`config.mk`:
```
export PLATFORM = sky130hd
export DESIGN_NAME = vga_fb_scanout
export DESIGN_NICKNAME = d
export VERILOG_FILES = /design/src/rtl/vga_fb_scanout.sv
export SDC_FILE = /design/constraint.sdc
export NUM_CORES = 1
export LEC_CHECK = 0
export CORE_UTILIZATION = 63
export CTS_CLUSTER_DIAMETER = 120
export DETAILED_ROUTE_END_ITERATION = 10
export HOLD_SLACK_MARGIN = 0.05
export PLACE_DENSITY = 0.9
export SYNTH_ARGS = -nofsm -noshare
export SYNTH_HDL_FRONTEND = slang
export SYNTH_SLANG_ARGS = --single-unit
```
`constraint.sdc`:
```
create_clock -name clk_pix -period 8.2 [get_ports clk_pix]
set_input_delay 1.64 -clock clk_pix [delete_from_list [all_inputs] [get_ports clk_pix]]
set_output_delay 1.64 -clock clk_pix [all_outputs]
set_load 0.03 [all_outputs]
```
`src/rtl/vga_fb_scanout.sv`:
```
// rtl/vga_fb_scanout.sv - 800x600 scan-out: 4x upscaled framebuffer read, palette lookup, frame-synchronous buffer swap
// Three register stages keep colour, syncs and data enable aligned at the pins.
module vga_fb_scanout #(
  parameter int FB_W   = 200,
  parameter int FB_H   = 150,
  parameter int ADDR_W = 15,
  parameter int PIX_W  = 4
) (
  input  logic              clk_pix,
  input  logic              rst_pix,
  input  logic [9:0]        sx,
  input  logic [9:0]        sy,
  input  logic              hsync,
  input  logic              vsync,
  input  logic              de,
  input  logic              frame,
  output logic [ADDR_W:0]   fb_addr,
  output logic              fb_rd_en,
  input  logic [PIX_W-1:0]  fb_data,
  input  logic              swap_req,
  output logic              swap_ack,
  output logic              fb_sel,
  input  logic              pal_we,
  input  logic [PIX_W-1:0]  pal_idx,
  input  logic [11:0]       pal_rgb,
  output logic [3:0]        vga_r,
  output logic [3:0]        vga_g,
  output logic [3:0]        vga_b,
  output logic              vga_hs,
  output logic              vga_vs,
  output logic              vga_de
);

  localparam int X_W   = $clog2(FB_W);
  localparam int Y_W   = $clog2(FB_H);
  localparam int PAL_N = 1 << PIX_W;

  logic [ADDR_W-1:0] x_cell;
  logic [ADDR_W-1:0] y_cell;
  logic [ADDR_W-1:0] row_base;
  logic [ADDR_W-1:0] pix_addr;
  logic              hs1, vs1, de1;
  logic              hs2, vs2, de2;
  logic              pending;
  logic [11:0]       pal [PAL_N];
  logic              unused_bits;

  // Each framebuffer pixel covers a 4x4 block of screen pixels.
  assign x_cell      = ADDR_W'(sx[2 +: X_W]);
  assign y_cell      = ADDR_W'(sy[2 +: Y_W]);
  assign unused_bits = ^{sx[1:0], sy[1:0]};

  if (FB_W == 200) begin : g_row_shift_add
    assign row_base = (y_cell << 7) + (y_cell << 6) + (y_cell << 3);
  end else begin : g_row_mul
    assign row_base = y_cell * ADDR_W'(FB_W);
  end

  assign pix_addr = row_base + x_cell;

  always_ff @(posedge clk_pix) begin
    if (!rst_pix) begin
      fb_addr  <= '0;
      fb_rd_en <= 1'b0;
      hs1      <= 1'b1;
      vs1      <= 1'b1;
      de1      <= 1'b0;
      hs2      <= 1'b1;
      vs2      <= 1'b1;
      de2      <= 1'b0;
    end else begin
      fb_addr  <= {fb_sel, pix_addr};
      fb_rd_en <= de;
      hs1      <= hsync;
      vs1      <= vsync;
      de1      <= de;
      hs2      <= hs1;
      vs2      <= vs1;
      de2      <= de1;
    end
  end

  // fb_data is the BRAM output register, so the palette reads it directly.
  always_ff @(posedge clk_pix) begin
    if (!rst_pix) begin
      vga_r  <= 4'h0;
      vga_g  <= 4'h0;
      vga_b  <= 4'h0;
      vga_hs <= 1'b1;
      vga_vs <= 1'b1;
      vga_de <= 1'b0;
    end else begin
      {vga_r, vga_g, vga_b} <= de2 ? pal[fb_data] : 12'h000;
      vga_hs <= hs2;
      vga_vs <= vs2;
      vga_de <= de2;
    end
  end

  always_ff @(posedge clk_pix) begin
    if (!rst_pix) begin
      for (int i = 0; i < PAL_N; i++) begin
        pal[PIX_W'(i)] <= {3{i[3:0]}};
      end
    end else if (pal_we) begin
      pal[pal_idx] <= pal_rgb;
    end
  end

  // A request landing on the consuming edge is absorbed by that swap.
  always_ff @(posedge clk_pix) begin
    if (!rst_pix) begin
      fb_sel   <= 1'b0;
      swap_ack <= 1'b0;
      pending  <= 1'b0;
    end else if (frame && (pending || swap_req)) begin
      fb_sel   <= ~fb_sel;
      swap_ack <= 1'b1;
      pending  <= 1'b0;
    end else begin
      swap_ack <= 1'b0;
      if (swap_req) begin
        pending <= 1'b1;
      end
    end
  end

endmodule
```
# Yosys cells after proc, flatten, opt, wreduce, memory -nomap -nowiden
# Memory sizes are Yosys's and may differ from the RTL's. A register that Yosys moved wholly into a read port is not among the register bits.
# Index checks and enable logic that the tools add are counted.
dict set report totals {
  reg_bits 28
  ramBits 192
  wordCells 33
  mem_count 1
}
# name depth width read_ports rd_ports_with_merged_regs write_ports line_no
set mem_list {}
lappend mem_list {pal 16 12 1 1 16 45} ;# logic [11:0] pal [PAL_N];
dict set report classes {
  n_addsub 3
  n_mux 8
  bitwise 2
  reduce_logical 6
}
# op n
set ops {}
lappend ops {{$add 15x11->15} 1}
lappend ops {{$add 15x14->15} 1}
lappend ops {{$add 15x8->15} 1}
lappend ops {{$mux 12} 1}
lappend ops {{$reduce_or 12->1} 1}
lappend ops {{$mux 1} 6}
lappend ops {{$mux 4} 1}
lappend ops {{$not 1->1} 2}
lappend ops {{$reduce_and 2->1} 1}
lappend ops {{$reduce_or 2->1} 1}
lappend ops {{$logic_and 1x1->1} 1}
lappend ops {{$logic_not 1->1} 1}
lappend ops {{$logic_or 1x1->1} 1}

# Depth between registers and ports, before layout
dict set report logic_depth {
  depth_word 5
  ltp_mapped 11
  ltp_nobuf 11
}

# Worst setup path before layout
# OpenSTA, ideal clock, no wires.
dict set report synth_path {
  path_kind {input to register}
  from {input sx[9]}
  to {register fb_addr[13]}
  setup_ns 0.072
  t_arrival_ns 4.161
  t_required_ns 8.128
  slack_ns 3.967
  path_stages 10
  n_path_buf 0
  cell_sequence {inv_1 fa_1 inv_1 fa_1 ha_1 nor2b_4 o31a_1 or4_1 a31oi_1 mux2i_1}
}
dict set report synth_via {
  elab_chain_cells 1
}
# item line_no
set synth_rtl {}
lappend synth_rtl {{start, declared} 11} ;# input logic [9:0] sx,
lappend synth_rtl {{$add 15x8->15} 59} ;# assign pix_addr = row_base + x_cell;
lappend synth_rtl {{end signal, assigned} 72} ;# fb_addr <= {fb_sel, pix_addr};
lappend synth_rtl {{end, declared} 17} ;# output logic [ADDR_W:0] fb_addr,
# Every way passes these cells.
# A chain may end at the register's enable or synchronous reset.

# Worst setup path in the final report
dict set report layout_path {
  from {input sy[2]}
  to {register fb_addr[13]}
}
dict set report layout_via {
  elab_chain_cells 3
}
# item line_no
set layout_rtl {}
lappend layout_rtl {{start, declared} 12} ;# input logic [9:0] sy,
lappend layout_rtl {{$add 15x14->15} 54} ;# assign row_base = (y_cell << 7) + (y_cell << 6) + (y_cell << 3);
lappend layout_rtl {{$add 15x11->15 (*)} 54}
lappend layout_rtl {{$add 15x8->15 (*)} 59}
# Mark *: on every way between the ends. The rest lies on a longest branch, timed or not.

==> qor.csv <==
stage;metric;value;unit
sta;fin_skew;0.0120;ns
power_and_ir_drop;finalPower;2.80;mW
cells_and_area;mostFrequentLayoutCells;192 x edfxtp_1, 106 x and2_1, 86 x or3_1;
min_path;hold_depth;1;
global_route;grt_pass1_vias;6922;
sta;slew_violations;0;
yosys;async_flop_share;0;
global_route;grt_max_degree;57;
cells_and_area;fin_area;12400;um^2
sta;max-slew-margin-rel;0.240;
min_path;min_from;vs1;
sta;hold_viol;0;
clocking;clk_pin_slew;0.06;ns
flow_run;maxCapViolations;0;
yosys;synth_area;10600;um^2
place;hpwl;15.5;mm
sta;rsz0062_at_grt;no;
sta;period_minus_slack;4.42;ns
yosys;synth-warning-count;0;
setup_path;r2r_slack;6.45;ns
floorplan;die_h;132;um
setup_path;end_kind;flip-flop;
detailed_routing;wl_per_cell;23.7;um
floorplan;pin_count;82;
clocking;cts_buffers;23;
yosys;synth_area_leaders;edfxtp_1 54%, mux4_2 8.9%, dfxtp_1 7.5%;
setup_path;timing.rr.start;de2;
sta;setup_viol;0;
detailed_routing;first_iter_violations;819;
min_path;hold_path_class;flip-flop to flip-flop;
clocking;cts_resized;0;
yosys;synth_enable_flop_cells;192;
cells_and_area;final_common_cell;edfxtp_1;
setup_path;worstPathRequired;8.63;ns
setup_path;arrival;4.86;ns
place;routabilityCongestion;0.832;
yosys;syn_avg_cell_area;14.0;um^2
yosys;ys_ff_latch;232;
sta;fmax;226;MHz
detailed_routing;via_count;6787;
cells_and_area;fillers;896;
place;port_buffers;77;
detailed_routing;vias_per_cell;6.40;
setup_path;reg2reg_depth;5;
global_route;antenna_found_initial;1;
yosys;synthFlopType;edfxtp_1;
clocking;numClockSinks;232;
clocking;cts_setup_buffers;0;
yosys;yosysUniqueCellTypes;42;
sta;worst_pin_slew;1.14;ns
yosys;yosysTopAreaCell;edfxtp_1;
power_and_ir_drop;p_leak;4.39;nW
yosys;yosysSeqAreaShare;0.618;
detailed_routing;dr.pass1.iters;5;
clocking;cts_max_level;1;
cells_and_area;antenna_cells;0;
cells_and_area;area_growth;16.2;%
floorplan;die-area;17400;um^2
clocking;clockBufferDepth;3;
detailed_routing;ant_nets;0;
floorplan;dieWidth;132;um
run_status;status;finished clean;
min_path;hold_end;vs2;
power_and_ir_drop;power_density;227;nW/um^2
floorplan;row_count;47;
global_route;grt_remaining_overflow;0;
detailed_routing;drt-total-wl;25.2;mm
yosys;syn_inst;757;
sta;tns;0;ns
cells_and_area;drive_above_1_share;0.133;
clocking;ctsHoldBuffers;0;
yosys;syn-num-nets;836;
global_route;grt_pass1_wl;38.5;mm
clocking;clk-insertion-delay-late;0.51;ns
floorplan;start_util;0.643;
sta;finalCritPeriodShare;0.540;
place;place_area;11600;um^2
clocking;cts_tree;built;
power_and_ir_drop;vdd_drop_max;0.169;mV
setup_path;cp_max_fo;4;
global_route;gr-usage-all-layers;0.296;
setup_path;r2r-end;vga_b[3];
setup_path;crit_type;input port to flip-flop;
yosys;yosysTopAreaCellShare;0.543;
setup_path;start_kind;input port;
detailed_routing;drc;0;
clocking;cts_root_buffer;clkbuf_16;
floorplan;core_area;16500;um^2
cells_and_area;finalNetCount;904;
where the power goes:
group | switching, mW | total [mW] | internal (mW)
clock network | 0.437 | 1.09 | 0.648
registers | 0.0223 | 1.37 | 1.35
logic | 0.200 | 0.347 | 0.147
cells by family (layout without fill, tap and decap cells):
| group | count (synthesis) | count (layout) | synth area share |
|---|---|---|---|
| compound gates | 58 | 58 | 0.0330 |
| xor+xnor | 4 | 4 | 0.00330 |
| fa+ha+maj | 31 | 31 | 0.0415 |
| buf+inv | 82 | 166 | 0.0318 |
| flops | 232 | 232 | 0.618 |
| mux | 65 | 65 | 0.112 |
| simple gates | 285 | 285 | 0.161 |
final cells by class:
class                      instances  area [um^2]  area share
clock buffer                      34          657      0.0532
clock inverter                     7          113     0.00912
inverter                          28          105     0.00851
multi-input combinational        443         3720       0.301
sequential                       232         6570       0.532
tap                              220          275      0.0223
timing repair buffer              97          913      0.0740
registers in the layout (all words and copies together), names as in the netlist:
name and cells:
de1 1, de2 1, fb_addr 16, fb_sel 1, hs1 1, hs2 1, pal 192, pending 1
swap_ack 1, vga_b 4, vga_de 1, vga_g 4, vga_hs 1, vga_r 4, vga_vs 1, vs1 1
vs2 1
how the worst max path moves through the flow:
stage          slack, ns          end  startpoint  cells past startpoint
6_report            3.78  fb_addr[13]       sy[2]                     11
2_1_floorplan       3.97  fb_addr[13]       sx[9]                     10
3_5_place_dp        3.25  fb_addr[13]       sy[2]                     11
4_1_cts             3.78  fb_addr[13]       sy[2]                     11
3_3_place_gp        3.32  fb_addr[13]       sy[2]                     11
5_1_grt             3.60  fb_addr[13]       sy[2]                     11
cell usage after synthesis, drive strengths merged (13+ instances only):
cell type,number
edfxtp,192
inv,27
nand2,14
ha,24
nand2b,28
or3,86
mux4,42
o21ai,24
clkbuf,43
nor2,27
and2,106
mux2i,13
dfxtp,40
worst max-delay path, stage by stage:
cell and delay (ns):
clkdlybuf4s50_1 0.48, inv_1 0.08, fa_1 0.51, inv_1 0.06
fa_1 0.46, ha_1 0.36, nor2b_4 0.16, o31a_1 0.26
or4_1 0.41, a31oi_1 0.22, mux2i_1 0.21
through the flow:
step	instances	hold slack [ns]	util	worst slack, ns
floorplan	757	0.386	-	3.97
global placement	1020	0.391	0.701	3.32
detailed placement	1020	0.392	0.701	3.25
CTS	1061	0.406	0.747	3.78
global route	1061	0.424	0.747	3.60
finish	1061	0.404	0.747	3.78
routing by layer:
layer	vias up	share of wire	wire length [um]	global-route usage
met3	70	0.099	2490	0.0515
met2	457	0.51	12800	0.508
met1	3345	0.36	9090	0.374
met5	-	0	0	0
met4	0	0.031	776	0.128
li1	2915	-	-	-
No activity file was read; power rests on OpenSTA's default activity.
==> RTL edit: new RTL, config.mk and constraints unchanged <==
Set the parameter `ADDR_W` to 14 (it was 15).
--- a/src/rtl/vga_fb_scanout.sv
+++ b/src/rtl/vga_fb_scanout.sv
@@ -3,7 +3,7 @@
 module vga_fb_scanout #(
   parameter int FB_W   = 200,
   parameter int FB_H   = 150,
-  parameter int ADDR_W = 15,
+  parameter int ADDR_W = 14,
   parameter int PIX_W  = 4
 ) (
   input  logic              clk_pix,
Ports: changed (resized fb_addr); port bits go from 82 to 81. No check against the original RTL was run, so the function may have changed too.
==> RTL edit against the original RTL <==
- power up 0.52%
- routed wire length is 0.30% lower
- maximum frequency is 0.85% higher
- design area grew 0.37%
- die area increased by 0.70%
- critical path type unchanged
- area after synthesis increased by 0.71%
- via count rose by 3.2%
- global-route usage decreased by 0.33 points
- setup slack better by 0.037 ns
- sequential cell count decreased by 1
- highest routed layer unchanged
==> RTL edit: results (changes against the original RTL) <==
----------------------------------------------------
[Power]
  Static power due to leakage ... 4.49 nW (+2.3%)
  Worst IR Drop VDD ... 0.000239 V (+41%)
  Clock power share ... 39.8% (+1.1 points)
  Total power draw ... 2.82 mW (+0.52%)
  Net switching power of the design ... 0.668 mW (+1.2%)

[Yosys]
  Post-synthesis area per instance ... 13.2 µm² (-5.6%)
  Synth Area in Compound Gates ... 4.89% (+1.6 points)
  Cells taking the most area after synthesis ... sky130_fd_sc_hd__edfxtp_1 54%, sky130_fd_sc_hd__dfxtp_1 7.3%, sky130_fd_sc_hd__and2_1 6.3%
  Synthesized Nets ... 884 (+5.7%)
  Count of flip-flops with a built-in enable after synthesis ... 192 (unchanged)
  Netlist Area Pre-Place ... 10700 µm² (+0.71%)
  Adder and majority cell fraction of the synthesized area ... 3.77% (-0.38 points)
  Share of synthesized area occupied by flip-flops and latches ... 61.2% (-0.62 points)

[Timing]
  Maximum clock skew at final layout ... 0.0204 ns (+0.00836 ns)
  Worst Setup Slack, final ... 3.81 ns (+0.0371 ns)
  Hold Fails Final Rpt ... 0 (unchanged)
  Actual transition at the worst max-transition pin ... 1.38 ns (+0.236 ns)

[Final layout]
  Final net count ... 945 (+4.5%)
  Registers with the highest flip-flop counts ... pal x192, fb_addr x15
  Total of fill cells in the finished design ... 976 (+8.9%)
  Layout cell share with drive strength beyond 1 ... 9.47% (-3.8 points)

[Detailed routing]
  Via total after detailed routing ... 7002 (+3.2%)
  Total Routed Length ... 25100 µm (-0.30%)
  Mean number of vias per cell ... 6.33 (-1.1%)
  Drt first pass iters ... 7 (+2)
  Drt initial violations ... 780 (-4.8%)

[Run status]
  Result of the run ... complete, no violations

[Place]
  Last weighted congestion value of the routability-driven placer ... 0.820 (-1.5%)
  Cells after DPL ... 1063 (+4.2%)
  # port buffers ... 76 (-1.3%)
  Placement Setup Slack ... 3.38 ns (+0.124 ns)
  Total placed instance area ... 11600 µm² (about the same)
  Estimated wirelength of the detail-placed design ... 15400 µm (-0.22%)

[Global routing]
  Global-route wire length before repair ... 38300 µm (-0.48%)
  Maximum number of pins on one net before global-route repair ... 44 (-23%)
  Initial antenna violation count ... 0 (-1)
  All-Layer GR Usage ... 29.3% (-0.33 points)

[Setup path]
  Largest driver fanout on the critical path ... 28 (+24)
  Delay of the slowest cell on the worst path ... 1.15 ns (+0.64 ns)
  Worst reg-to-reg setup slack ... 6.71 ns (+0.26 ns)

[Job]
  Maxcap violations ... 0 (unchanged)

[CTS]
  Total clock buffers created by CTS ... 24 (+4.3%)
  Clock latency reported for the late side of the worst-skew pair ... 0.53 ns (+0.02 ns)

----------------------------------------------------
-- RTL edit: cell count changes in the layout (fill, tap and decap cells not counted), moves of 10 or more --
| cell | delta |
|---|---|
| sky130_fd_sc_hd__mux2i_1 | +47 |
| sky130_fd_sc_hd__a22oi_1 | +19 |
| sky130_fd_sc_hd__nand2_1 | +14 |
| sky130_fd_sc_hd__mux2_2 | -10 |
| sky130_fd_sc_hd__o22ai_1 | -11 |
| sky130_fd_sc_hd__mux4_2 | -27 |
-- RTL edit: final timing paths --
kind / end / from / cells past startpoint
worst max-delay path: pal[4][11]$_SDFFCE_PN0P_ / pal_we / 6
worst min-delay path: vga_vs$_SDFF_PN1_ / vs2$_SDFF_PN1_ / 1
worst max register to register: vga_b[0]$_SDFF_PN0_ / de2$_SDFF_PN0_ / 3
worst min register to register: vga_vs$_SDFF_PN1_ / vs2$_SDFF_PN1_ / 1
-- RTL edit: worst max-delay path, delay by kind of cell --
kind / cells / cell delay (ns)
buffers and inverters: 1 / 0.56
AND/OR/NAND/NOR: 5 / 2.32
-- RTL edit: area by class of cell --
| class | instances | area [µm²] | share of cell area (%) |
|---|---|---|---|
| clock inverter | 14 | 184 | 1.48 |
| sequential | 231 | 6550 | 52.8 |
| multi-input combinational | 490 | 3760 | 30.3 |
| inverter | 27 | 101 | 0.818 |
| timing repair buffer | 95 | 901 | 7.27 |
| tap | 220 | 275 | 2.22 |
| clock buffer | 30 | 633 | 5.11 |
-- RTL edit: metal layers --
layer  global-route usage (%)  part of all wire, %  up-vias  wire [µm]
li1                         -                    -     3071          -
met1                     38.2                   38     3451       9540
met2                     48.7                   49      408      12300
met3                     4.42                  8.9       72       2220
met4                     13.8                  4.4        0       1090
met5                        0                    0        -          0
